==> src/rtl/line_tx.sv <==
// line_tx: serial valve-command transmitter. Takes one DATA_W word per
// handshake and shifts it out LSB first on a sen/sclk/sdata frame.
// Every pin is a flop fed from the current state. The pins therefore trail
// the FSM by one cycle, and no input reaches a pin combinationally.
module line_tx #(
  parameter int DATA_W = 48,
  parameter int T_LEAD = 2,
  parameter int T_LO   = 10,
  parameter int T_HI   = 10,
  parameter int T_TAIL = 2,
  parameter int T_GAP  = 4,
  parameter bit INVERT = 1'b1
) (
  input  logic              sys_clk,
  input  logic              rst_n,
  input  logic [DATA_W-1:0] tx_data,
  input  logic              tx_valid,
  output logic              tx_ready,
  output logic              tx_done,
  output logic              line_sen,
  output logic              line_sclk,
  output logic              line_sdata
);

  function automatic int max2(input int a, input int b);
    return (a > b) ? a : b;
  endfunction

  localparam int TMAX = max2(max2(max2(T_LEAD, T_LO), max2(T_HI, T_TAIL)), T_GAP);
  localparam int CW   = $clog2(TMAX + 1);
  localparam int BW   = (DATA_W > 1) ? $clog2(DATA_W) : 1;

  localparam logic [CW-1:0] LEAD_END = CW'(T_LEAD - 1);
  localparam logic [CW-1:0] LO_END   = CW'(T_LO - 1);
  localparam logic [CW-1:0] HI_END   = CW'(T_HI - 1);
  localparam logic [CW-1:0] TAIL_END = CW'(T_TAIL - 1);
  localparam logic [CW-1:0] GAP_END  = CW'(T_GAP - 1);
  localparam logic [BW-1:0] LAST_BIT = BW'(DATA_W - 1);

  typedef enum logic [2:0] {IDLE, LEAD, BIT_LO, BIT_HI, TAIL, GAP} state_e;

  state_e              state_q, state_d;
  logic [CW-1:0]       cnt_q, cnt_d;
  logic [BW-1:0]       bit_q, bit_d;
  logic [DATA_W-1:0]   shreg_q, shreg_d;
  logic                ready_q, ready_d;
  logic                done_q, done_d;
  logic                sen_q, sen_d;
  logic                sclk_q, sclk_d;
  logic                sdata_q, sdata_d;
  logic                accept;

  assign accept     = tx_valid && ready_q;
  assign tx_ready   = ready_q;
  assign tx_done    = done_q;
  assign line_sen   = sen_q;
  assign line_sclk  = sclk_q;
  assign line_sdata = sdata_q;

  // Next-state, phase/bit counters, shift register and pin values.
  always_comb begin
    state_d = state_q;
    cnt_d   = cnt_q + 1'b1;
    bit_d   = bit_q;
    shreg_d = shreg_q;
    unique case (state_q)
      IDLE: begin
        cnt_d = '0;
        if (accept) begin
          shreg_d = tx_data;
          bit_d   = '0;
          state_d = LEAD;
        end
      end
      LEAD: if (cnt_q == LEAD_END) begin
        cnt_d   = '0;
        state_d = BIT_LO;
      end
      BIT_LO: if (cnt_q == LO_END) begin
        cnt_d   = '0;
        state_d = BIT_HI;
      end
      BIT_HI: if (cnt_q == HI_END) begin
        cnt_d = '0;
        if (bit_q != LAST_BIT) begin
          // Shift only after the hold phase, so sdata stays put while sclk is high.
          bit_d   = bit_q + 1'b1;
          shreg_d = shreg_q >> 1;
          state_d = BIT_LO;
        end else begin
          state_d = TAIL;
        end
      end
      TAIL: if (cnt_q == TAIL_END) begin
        cnt_d   = '0;
        state_d = GAP;
      end
      GAP: if (cnt_q == GAP_END) begin
        cnt_d   = '0;
        state_d = IDLE;
      end
      default: begin
        cnt_d   = '0;
        state_d = IDLE;
      end
    endcase

    // Ready trails the state by one cycle and drops the cycle a word is taken.
    // This gives the one idle cycle after GAP before the next word can be accepted.
    ready_d = (state_q == IDLE) && !accept;
    sen_d   = (state_q == LEAD) || (state_q == BIT_LO) ||
              (state_q == BIT_HI) || (state_q == TAIL);
    sclk_d  = (state_q == BIT_HI);
    sdata_d = ((state_q == BIT_LO) || (state_q == BIT_HI)) ? (shreg_q[0] ^ INVERT) : 1'b1;
    done_d  = (state_q == GAP) && (cnt_q == '0);
  end

  // State and output registers; reset parks the link idle and drops any frame in progress.
  always_ff @(posedge sys_clk or negedge rst_n) begin
    if (!rst_n) begin
      state_q <= IDLE;
      cnt_q   <= '0;
      bit_q   <= '0;
      shreg_q <= '0;
      ready_q <= 1'b0;
      done_q  <= 1'b0;
      sen_q   <= 1'b0;
      sclk_q  <= 1'b0;
      sdata_q <= 1'b1;
    end else begin
      state_q <= state_d;
      cnt_q   <= cnt_d;
      bit_q   <= bit_d;
      shreg_q <= shreg_d;
      ready_q <= ready_d;
      done_q  <= done_d;
      sen_q   <= sen_d;
      sclk_q  <= sclk_d;
      sdata_q <= sdata_d;
    end
  end

endmodule

==> config.mk <==
export PLATFORM = sky130hd
export DESIGN_NAME = line_tx
export DESIGN_NICKNAME = d
export VERILOG_FILES = /design/src/rtl/line_tx.sv
export SDC_FILE = /design/constraint.sdc
export NUM_CORES = 1
export LEC_CHECK = 0
export BUFFER_PORTS_ARGS = -buffer_cell sky130_fd_sc_hd__buf_2
export CORE_MARGIN = 2
export CORE_UTILIZATION = 29
export DETAILED_ROUTE_END_ITERATION = 16
export GPL_TIMING_DRIVEN = 0
export PLACE_DENSITY = 0.57
export SLEW_MARGIN = 10
export SYNTH_ARGS = -nofsm -noshare
export SYNTH_HDL_FRONTEND = slang
export SYNTH_SLANG_ARGS = --single-unit
==> constraint.sdc <==
create_clock -name sys_clk -period 2.7 [get_ports sys_clk]
set_input_delay 0 -clock sys_clk [delete_from_list [all_inputs] [get_ports sys_clk]]
set_output_delay 0 -clock sys_clk [all_outputs]
set_load 0.03 [all_outputs]
[Word-level counts from Yosys, hierarchy flattened]
Index checks and enable logic that the tools add are counted.
Operators by class
  $add $sub $neg: 2
  equality and inequality tests: 16
  muxes and demuxes: 21
  bitwise operators: 1
  reductions and logical operators: 15
Operators by type and width (number)
  $mux 48: 3
  $pmux 48 s2: 1
  $mux 3: 7
  $mux 6: 3
  $pmux 3 s6: 1
  $mux 4: 3
  $pmux 4 s3: 1
  $pmux 6 s2: 1
  $ne 2x2->1 const B: 5
  $add 6x1->6 const B: 1
  $eq 3x2->1 const B: 2
  $eq 3x3->1 const B: 2
  $ne 6x6->1 const B: 1
  $reduce_and 6->1: 1
  $add 4x1->4 const B: 1
  $eq 4x1->1 const B: 1
  $eq 4x2->1 const B: 1
  $eq 4x4->1 const B: 1
  $logic_not 4->1: 1
  $logic_or 1x1->1: 4
  $ne 2x1->1 const B: 2
  $reduce_and 4->1: 1
  $reduce_or 2->1: 2
  $eq 3x1->1 const B: 1
  6 further kinds: 8
Storage, ports and cells
  register bits: 66
  output and inout bits: 5

[Logic depth before layout (Yosys ltp)]
Gate-level depths: netlist (run 1).
  depth in word-level cells: 4
  depth in mapped cells: 8

[Least setup slack after synthesis (run 1)]
No wires, ideal clock.
  path kind: register -> register
  from: reg bit_q[0]
  to: reg shreg_q[10]
  library setup time: 0.125 ns
  data arrival time: 1.694 ns
  slack: 0.880 ns
  cell stages (with the launch flop): 8
  path buffers: 2
  period minus slack after synthesis: 1.820 ns
  cell sequence: dfrtp_1 > ha_1 > nand3_1 > o2111a_1 > buf_4 > nor2_8 > buf_6 > mux2_4
Between the ends
  word-level cells in the longest chain between the ends: 3
Ends and longest elaborated chain
  start: declaration: RTL line 44  | logic [BW-1:0] bit_q, bit_d;
  start signal: assignment: RTL line 133  | bit_q <= bit_d;
  $ne 6x6->1: RTL line 85  | if (bit_q != LAST_BIT) begin
  $ne 2x1->1 (no line)
  $reduce_and 4->1 (no line)
  end signal: assignment: RTL line 134  | shreg_q <= shreg_d;
  end: declaration: RTL line 45  | logic [DATA_W-1:0] shreg_q, shreg_d;
Every way passes these cells.
A chain may end at the register's enable or synchronous reset.

[Worst setup path after layout (run 1)]
  from: reg bit_q[0]
  to: reg shreg_q[28]
The elaborated chain is that of the path after synthesis.

==> impl_metrics.toml, run 1 <==
[worst_setup_path]
cp_slowest_cell = "dfrtp_1"
cp_slowest_stage_delay_ps = 380
crit_cells = 7
path_delay_family = "buffers and inverters"
path_class = "reg2reg"
crit_path_start_kind = "register"
crit_chain = "ha_1 > nand3_1 > o2111a_1 > buf_4 > nor2_8 > buf_6 > mux2_4"
critPathMaxFanout = 10
worst_r2r_path_depth = 7
crit_arrival_ps = 2240
timing.critical_path.buf_inv = 2
worstPathRequired_ps = 2900
crit_path_end_kind = "register"

[cells_and_area]
layout-drive-gt1-share_pct = 31.9
final_common_cell = "nand2_1"
final_core_util_pct = 36.2
fin_cells = 564
antenna_cells = 0
fill_cells = 1200
final_cell_mix = "149 x nand2_1, 65 x dfrtp_1, 55 x buf_2"
nets = 467
syn_to_final_growth_pct = 23.5

[floorplanning]
ioPinCount = 56
initial_core_util_pct = 29.4
chipWidth_microns = 114
rows = 40
coreArea_sq_um = 11900
die_y_microns = 114
dieArea_sq_um = 12900

[grt]
grt_pass1_vias = 2599
gr-total-overflow = 0
globalRouteTotalUtil_pct = 12.1
grt_start_max_net_pins = 42
antenna_found_initial = 0
grt_pass1_wl_microns = 12300

[synth]
syn_nets = 393
yosys_warnings = 0
netlist_instances = 338
syn_avg_cell_area_sq_um = 10.3
ys_ff_latch = 66
ys_seq_area_share_pct = 47.5
synth_cell_type_count = 39
syn_area_sq_um = 3480

[pwr]
total_power_w = 0.00470
pwr_density_cell_nw_per_um2 = 1090
p_leak_nw = 2.31
power.ir.vdd_worst_uv = 318

[sta]
finalClockSkew_ps = 5.68
period_needed_ps = 2040
hold_viol = 0
fmax_ghz = 0.490
finalSetupTns_ps = 0
slew_viol_final = 0
rsz0062_at_grt = "false"
setup_viol = 0
max_slew_margin_pct = 60.7
tightest_slew_ps = 584
fin_crit_sh_pct = 75.6
fin_ws_ps = 660

[drt]
drt_iter0_drc = 155
vias = 2493
postRouteAntennaNets = 0
drt_wl_total_microns = 7280
dr.pass1.iters = 4
routedWlPerCell_microns = 12.9
vias_per_cell = 4.42
drc = 0

[outcome]
outcome = "complete, no violations"

[cts]
clockRootBuffer = "clkbuf_16"
cts_setup_buffers = 0
htreeDepth = 3
cts_buffer_depth = 2
cts_tree = "yes"
clkTransAtPathRegs_ps = 50
cts.sinks = 66
clock_latency_ps = 320
numCtsBuffers = 9

[placement]
dp_hpwl_microns = 5070
routabilityCongestion = 0.762
post-place-ws_ps = 641
io_buffer_count = 55
dp.cells = 541

[run]
maxCapViolCount = 0

[min_path]
hold_path_depth = 4
hold_class = "in2reg"
[power breakdown]
part           internal [W]  switching (W)  total [W]
Sequential          0.00143       0.000257    0.00169
Combinational      0.000989       0.000984    0.00197
Clock              0.000642       0.000402    0.00104
Total               0.00306        0.00164    0.00470
[through the flow]
stage / area (sq um) / hold slack (ps)
floorplan: 3480 / -296
global placement: 3940 / 234
detailed placement: 3960 / -54.2
CTS: 4300 / 1.00
global route: 4300 / 17.5
finish: 4300 / 5.53
[registers in the layout, indices dropped and copies added (netlist names)]
name        count
bit_q           6
tx_ready        1
shreg_q        48
tx_done         1
state_q         3
line_sen        1
line_sdata      1
line_sclk       1
cnt_q           4
[kinds of logic after synthesis]
kind of cell    after synthesis  share of synthesized area [%]
compound gates               17                           3.63
xor+xnor                      5                           1.26
fa+ha+maj                     4                           1.44
buf+inv                      24                           4.13
flops                        66                           47.5
mux                          50                           21.1
simple gates                172                           21.0
[per-layer routing]
metal / track usage, % / part of all wire [%] / vias up
met4: 4.88 / 1.9 / 0
met1: 16.4 / 49 / 1193
li1: - / - / 1246
met2: 18.7 / 46 / 41
met3: 2.92 / 3.5 / 13
met5: 0 / 0 / -
[what timing repair did]
action,CTS,global route
hold buffers,7,0
endpoints found under the hold margin,71,0
resized for setup,0,0
[worst paths after layout]
check | startpoint | slack (ps) | endpoint
max in group asynchronous | rst_n | 1980 | line_sdata
worst min-delay path | tx_data[44] | 6 | shreg_q[44]
min in group asynchronous | rst_n | 120 | shreg_q[14]
worst min register to register | shreg_q[0] | 440 | line_sdata
worst max register to register | bit_q[0] | 660 | shreg_q[28]
worst max-delay path | bit_q[0] | 660 | shreg_q[28]
[Yosys cell counts (all sizes together)]
library cell	count	area share, %
a2111oi	1	0.25
a211oi	2	0.43
a21o	1	0.22
a21oi	2	0.29
a22o	4	1.0
a31oi	1	0.18
and4	1	0.25
buf	9	2.5
clkbuf	10	1.1
dfrtp	65	47
dfstp	1	0.75
ha	4	1.4
inv	5	0.54
mux2	49	21
mux2i	1	0.29
nand2	149	16
nand2b	1	0.18
nand3	3	0.43
nand3b	2	0.79
nor2	7	1.2
nor2b	4	0.72
nor3	1	0.14
nor3b	1	0.22
nor4	1	0.61
o2111a	1	0.32
o21ai	2	0.29
o22a	1	0.25
o22ai	1	0.18
o31ai	1	0.22
or2	1	0.18
or3	1	0.18
xnor2	4	1.0
xor2	1	0.25
[worst register-to-register path: cells and delay by family, from the launching register on]
family,cells,cell delay (ps)
compound gates,1,280
fa+ha+maj,1,200
buf+inv,2,390
flops,1,380
mux,1,320
simple gates,2,370
[area by class of cell]
class	count	area (sq um)	area share, %
clock inverters	3	15.0	0.349
multi-input cells	248	1690	39.2
inverters	5	18.8	0.437
flip-flops and latches	66	1650	38.4
clock buffers	13	250	5.82
well taps	147	184	4.28
repair buffers	63	368	8.56
plain buffers	19	125	2.91
Note: power is estimated with default switching activity, not from simulation.
==> inputs of run 2 (changes only) <==
- PLACE_DENSITY: 0.57 -> 0.58
- clock period: 2.7 -> 1.7 ns (I/O delays scaled with it)
==> run 2 against run 1 <==
The flow now finishes with violations (setup timing). First-iteration DRC count decreased by 15%. Critical path depth unchanged. Sequential power increased by 60%. Final area increased by 14%. Die area unchanged. Routed wire length increased by 6.7%. Sequential share of layout area decreased by 4.8 points. Via count increased by 7.3%. Fmax increased by 12%. Combinational power increased by 86%. Largest cell class unchanged. Largest power group unchanged.
==> impl_metrics.toml, run 2 (synthesis results as in run 1) <==
[outcome]
outcome = "complete, but fails checks"
violations = "setup timing"

[sta]
period_needed_ps = 1830
fmax_ghz = 0.548
rsz0062_at_grt = "true"
max_slew_margin_pct = 64.2
slew_viol_final = 0
tightest_slew_ps = 537
hold_viol = 0
fin_crit_sh_pct = 107
fin_ws_ps = -126
finalClockSkew_ps = 6.74
setup_viol = 49
hold_ws_ps = 0.946

[cells_and_area]
syn_to_final_growth_pct = 41.1
layout-drive-gt1-share_pct = 36.5
nets = 510
final_cell_mix = "149 x nand2_1, 64 x dfrtp_1, 55 x buf_2"
reg_top3 = "shreg_q x48, bit_q x6, cnt_q x4"
largest_reg_flops = 48
final_common_cell = "nand2_1"
final_area_sq_um = 4910
top_register = "shreg_q"
final_core_util_pct = 41.4
antenna_cells = 0

[drt]
drt_wl_total_microns = 7770
vias_per_cell = 4.41
drt_iter0_drc = 131
dr.pass1.iters = 4
vias = 2674
drc = 0
postRouteAntennaNets = 0
routedWlPerCell_microns = 12.8

[min_path]
hold_path_depth = 4
min_from = "tx_data[41]"
hold_class = "in2reg"
worstHoldEndpoint = "shreg_q[41]"

[worst_setup_path]
worst_r2r_path_depth = 7
reg2reg_to = "shreg_q[17]"
crit_arrival_ps = 2040
crit_path_start_kind = "register"
path_class = "reg2reg"
r2r_setup_slack_ps = -130
crit_path_end_kind = "register"
critPathMaxFanout = 5
r2r-start = "bit_q[1]"
worstPathRequired_ps = 1910
crit_start = "bit_q[1]"

[cts]
numCtsBuffers = 9
cts_buffer_depth = 2
clock_latency_ps = 330
cts_tree = "yes"
cts.sinks = 66
htreeDepth = 3
clkTransAtPathRegs_ps = 60
clockRootBuffer = "clkbuf_16"

[grt]
antenna_found_initial = 0
gr-total-overflow = 0
grt_pass1_wl_microns = 12900
grt_start_max_net_pins = 35
grt_pass1_vias = 2710
globalRouteTotalUtil_pct = 12.7

[floorplanning]
coreArea_sq_um = 11900
dieArea_sq_um = 12900
rows = 40
die_y_microns = 114
ioPinCount = 56
chipWidth_microns = 114
initial_core_util_pct = 29.4

[placement]
io_buffer_count = 55
dp_hpwl_microns = 4910
post_dp_cell_area_sq_um = 4000
routabilityCongestion = 0.718

[run]
maxCapViolCount = 0

[pwr]
power.ir.vdd_worst_uv = 536
pwr_density_cell_nw_per_um2 = 1680
p_leak_nw = 2.58
## run 2: cell count changes in the layout (fill, tap and decap cells not counted), sizes merged
cell	delta
buf	+20
bufinv	+1
clkinv	-2
clkinvlp	+2
dlygate4sd3	+22
## run 2: repair_timing
| item | in CTS | in global routing |
|---|---|---|
| gates cloned | 1 | 1 |
| hold buffers | 29 | 0 |
| endpoints found under the hold margin | 61 | 0 |
| resized for setup | 24 | 9 |
| pin swaps | 6 | 5 |
| setup buffers | 18 | 3 |
| endpoints found under the setup margin | 52 | 54 |
## run 2: metrics by stage
stage | setup TNS [ps] | std cells | power (W) | worst slack [ps]
2_1_floorplan | -2610 | 338 | 0.00516 | -56.6
3_3_place_gp | -9840 | 540 | 0.00577 | -209
3_5_place_dp | -10960 | 541 | 0.00588 | -232
4_1_cts | -7750 | 605 | 0.00828 | -184
5_1_grt | -7740 | 607 | 0.00887 | -192
6_report | -4360 | 607 | 0.00827 | -126
## run 2: routing by layer
layer | vias up | wire [microns] | track usage [%]
met5 | - | 0 | 0
met4 | 0 | 125 | 5.12
met3 | 11 | 232 | 3.40
met2 | 35 | 3860 | 21.1
met1 | 1296 | 3550 | 15.7
li1 | 1332 | - | -
## run 2: worst max path at each step
stage | cells after the start | endpoint | slack, ps
6_report | 7 | shreg_q[17] | -130
5_1_grt | 7 | shreg_q[18] | -190
4_1_cts | 8 | shreg_q[33] | -180
3_5_place_dp | 5 | shreg_q[33] | -230
3_3_place_gp | 7 | shreg_q[7] | -210
2_1_floorplan | 7 | shreg_q[10] | -60
## run 2: power breakdown
| group | switching [W] | internal, W | total (W) |
|---|---|---|---|
| logic | 0.00173 | 0.00194 | 0.00367 |
| registers | 0.000430 | 0.00227 | 0.00270 |
| clock network | 0.000683 | 0.00121 | 0.00190 |
## run 2: critical path, stage by stage (launching register included)
cell and delay [ps]:
dfrtp_1 400, ha_4 170, nand3_4 80, o2111a_2 330
nor2_8 140, buf_6 150, clkbuf_16 150, mux2_4 290
## run 2: layout make-up
cell class	instances	area, sq um
timing repair buffer	108	821
buffer	17	146
tap	147	184
inverter	5	23.8
multi-input combinational	248	1780
sequential	66	1650
clock buffer	12	256
clock inverter	4	50.0
fill	1135	6950
==> inputs of run 3 (changes only) <==
- PLACE_DENSITY: 0.58 -> 0.56
==> run 3 against run 2 <==
The run still ends with setup timing left. Final area decreased by 0.10%. Clock power about the same. Core utilization about the same. Routed wire length decreased by 0.14%. Register-to-register slack got worse by 70 ps. Largest cell class unchanged. Highest routed layer unchanged.
==> impl_metrics.toml, run 3 (synthesis results as in run 1) <==
[outcome]
outcome = "complete, but fails checks"
violations = "setup timing"

[cts]
cts_buffer_depth = 2
clkTransAtPathRegs_ps = 50
cts.sinks = 66
numCtsBuffers = 9
clock_latency_ps = 330
htreeDepth = 3
clockRootBuffer = "clkbuf_16"
cts_tree = "yes"

[grt]
globalRouteTotalUtil_pct = 12.9
antenna_found_initial = 0
grt_start_max_net_pins = 57
grt_pass1_wl_microns = 13200
gr-total-overflow = 0
grt_pass1_vias = 2777

[pwr]
total_power_w = 0.00824
power.ir.vdd_worst_uv = 563
p_leak_nw = 2.60
pwr_density_cell_nw_per_um2 = 1680

[sta]
period_needed_ps = 1890
finalClockSkew_ps = 7.56
slew_viol_final = 0
fmax_ghz = 0.529
fin_crit_sh_pct = 111
tightest_slew_ps = 559
max_slew_margin_pct = 61.8
hold_viol = 0
fin_ws_ps = -191
setup_viol = 51
rsz0062_at_grt = "true"

[worst_setup_path]
r2r-start = "bit_q[1]"
crit_path_end_kind = "register"
cp_slowest_cell = "dfrtp_1"
r2r_setup_slack_ps = -190
reg2reg_to = "shreg_q[8]"
crit_path_start_kind = "register"
worst_r2r_path_depth = 9
timing.critical_path.buf_inv = 4
cp_slowest_stage_delay_ps = 400
path_class = "reg2reg"
crit_top_cell = "buf_12"
path_delay_family = "buffers and inverters"
crit_arrival_ps = 2090
critPathMaxFanout = 5
worstPathRequired_ps = 1900
crit_chain = "ha_4 > nand3_4 > o2111a_1 > buf_6 > nor2_8 > buf_12 > buf_12 > buf_12 > mux2_4"

[drt]
postRouteAntennaNets = 0
routedWlPerCell_microns = 13.0
drt_wl_total_microns = 7760
vias_per_cell = 4.39
vias = 2627
dr.pass1.iters = 4
drt_iter0_drc = 99
drc = 0

[placement]
io_buffer_count = 55
dp.cells = 541
routabilityCongestion = 0.749
post_dp_cell_area_sq_um = 4010
dp_hpwl_microns = 4920

[cells_and_area]
top_register = "shreg_q"
nets = 502
largest_reg_flops = 48
antenna_cells = 0
fin_cells = 598
final_cell_mix = "149 x nand2_1, 64 x dfrtp_1, 55 x buf_2"
reg_top3 = "shreg_q x48, bit_q x6, cnt_q x4"
final_common_cell = "nand2_1"
layout-drive-gt1-share_pct = 37.7
final_area_sq_um = 4910
final_core_util_pct = 41.4
syn_to_final_growth_pct = 41.0

[min_path]
worstHoldEndpoint = "shreg_q[42]"
hold_path_depth = 4
min_from = "tx_data[42]"
hold_class = "in2reg"

[floorplanning]
die_y_microns = 114
coreArea_sq_um = 11900
chipWidth_microns = 114
rows = 40
initial_core_util_pct = 29.4
dieArea_sq_um = 12900
ioPinCount = 56

[run]
maxCapViolCount = 0
[run 3: cell count changes in the layout (fill, tap and decap cells not counted), sizes merged]
cell | before | now
buf | 85 | 88
clkinvlp | 2 | 0
clkbuf | 23 | 25
dlygate4sd3 | 29 | 17
[run 3: per-stage QoR]
| step | hold slack, ps | TNS [ps] | setup WS [ps] |
|---|---|---|---|
| 2_1_floorplan | -296 | -2610 | -56.6 |
| 3_3_place_gp | 231 | -10120 | -212 |
| 3_5_place_dp | -139 | -11110 | -232 |
| 4_1_cts | 0.202 | -8380 | -208 |
| 5_1_grt | 13.8 | -10530 | -254 |
| 6_report | 2.80 | -7470 | -191 |
[run 3: final cells by class]
class                   count  area [sq um]
fillers                  1164          6950
multi-input cells         248          1770
flip-flops and latches     66          1650
repair buffers             99           818
clock buffers              13           270
well taps                 147           184
plain buffers              18           159
clock inverters             2          35.0
inverters                   5          21.3
[run 3: where the power goes]
group / internal (W) / switching, W / total [W]
logic: 0.00194 / 0.00170 / 0.00364
clock network: 0.00124 / 0.000649 / 0.00189
registers: 0.00228 / 0.000430 / 0.00271
[run 3: how the worst max path moves through the flow]
stage          startpoint  slack, ps          end  depth (start not counted)
3_3_place_gp     bit_q[1]       -210  shreg_q[23]                          7
5_1_grt          cnt_q[1]       -250   shreg_q[7]                         10
2_1_floorplan    bit_q[0]        -60  shreg_q[10]                          7
6_report         bit_q[1]       -190   shreg_q[8]                          9
3_5_place_dp     bit_q[1]       -230  shreg_q[28]                          7
4_1_cts          bit_q[0]       -210  shreg_q[15]                          9
[run 3: worst reg2reg max path, stage by stage (launching register included)]
cell and delay [ps]:
dfrtp_1 400, ha_4 170, nand3_4 80, o2111a_1 250, buf_6 130, nor2_8 110
buf_12 120, buf_12 110, buf_12 110, mux2_4 300
[run 3: what timing repair did]
action                                 CTS  global route
hold buffers                            17             0
endpoints found under the hold margin   81             0
setup endpoints to repair               52            54
pin swaps                                5             4
gates resized for setup                 22             9
setup buffers                           18             4
gates cloned                             3             2
[run 3: routing by layer]
layer / share of wire, % / track usage (%)
met5: 0 / 0
met4: 0.90 / 3.41
met3: 3.1 / 4.14
met2: 49 / 21.6
met1: 47 / 16.3
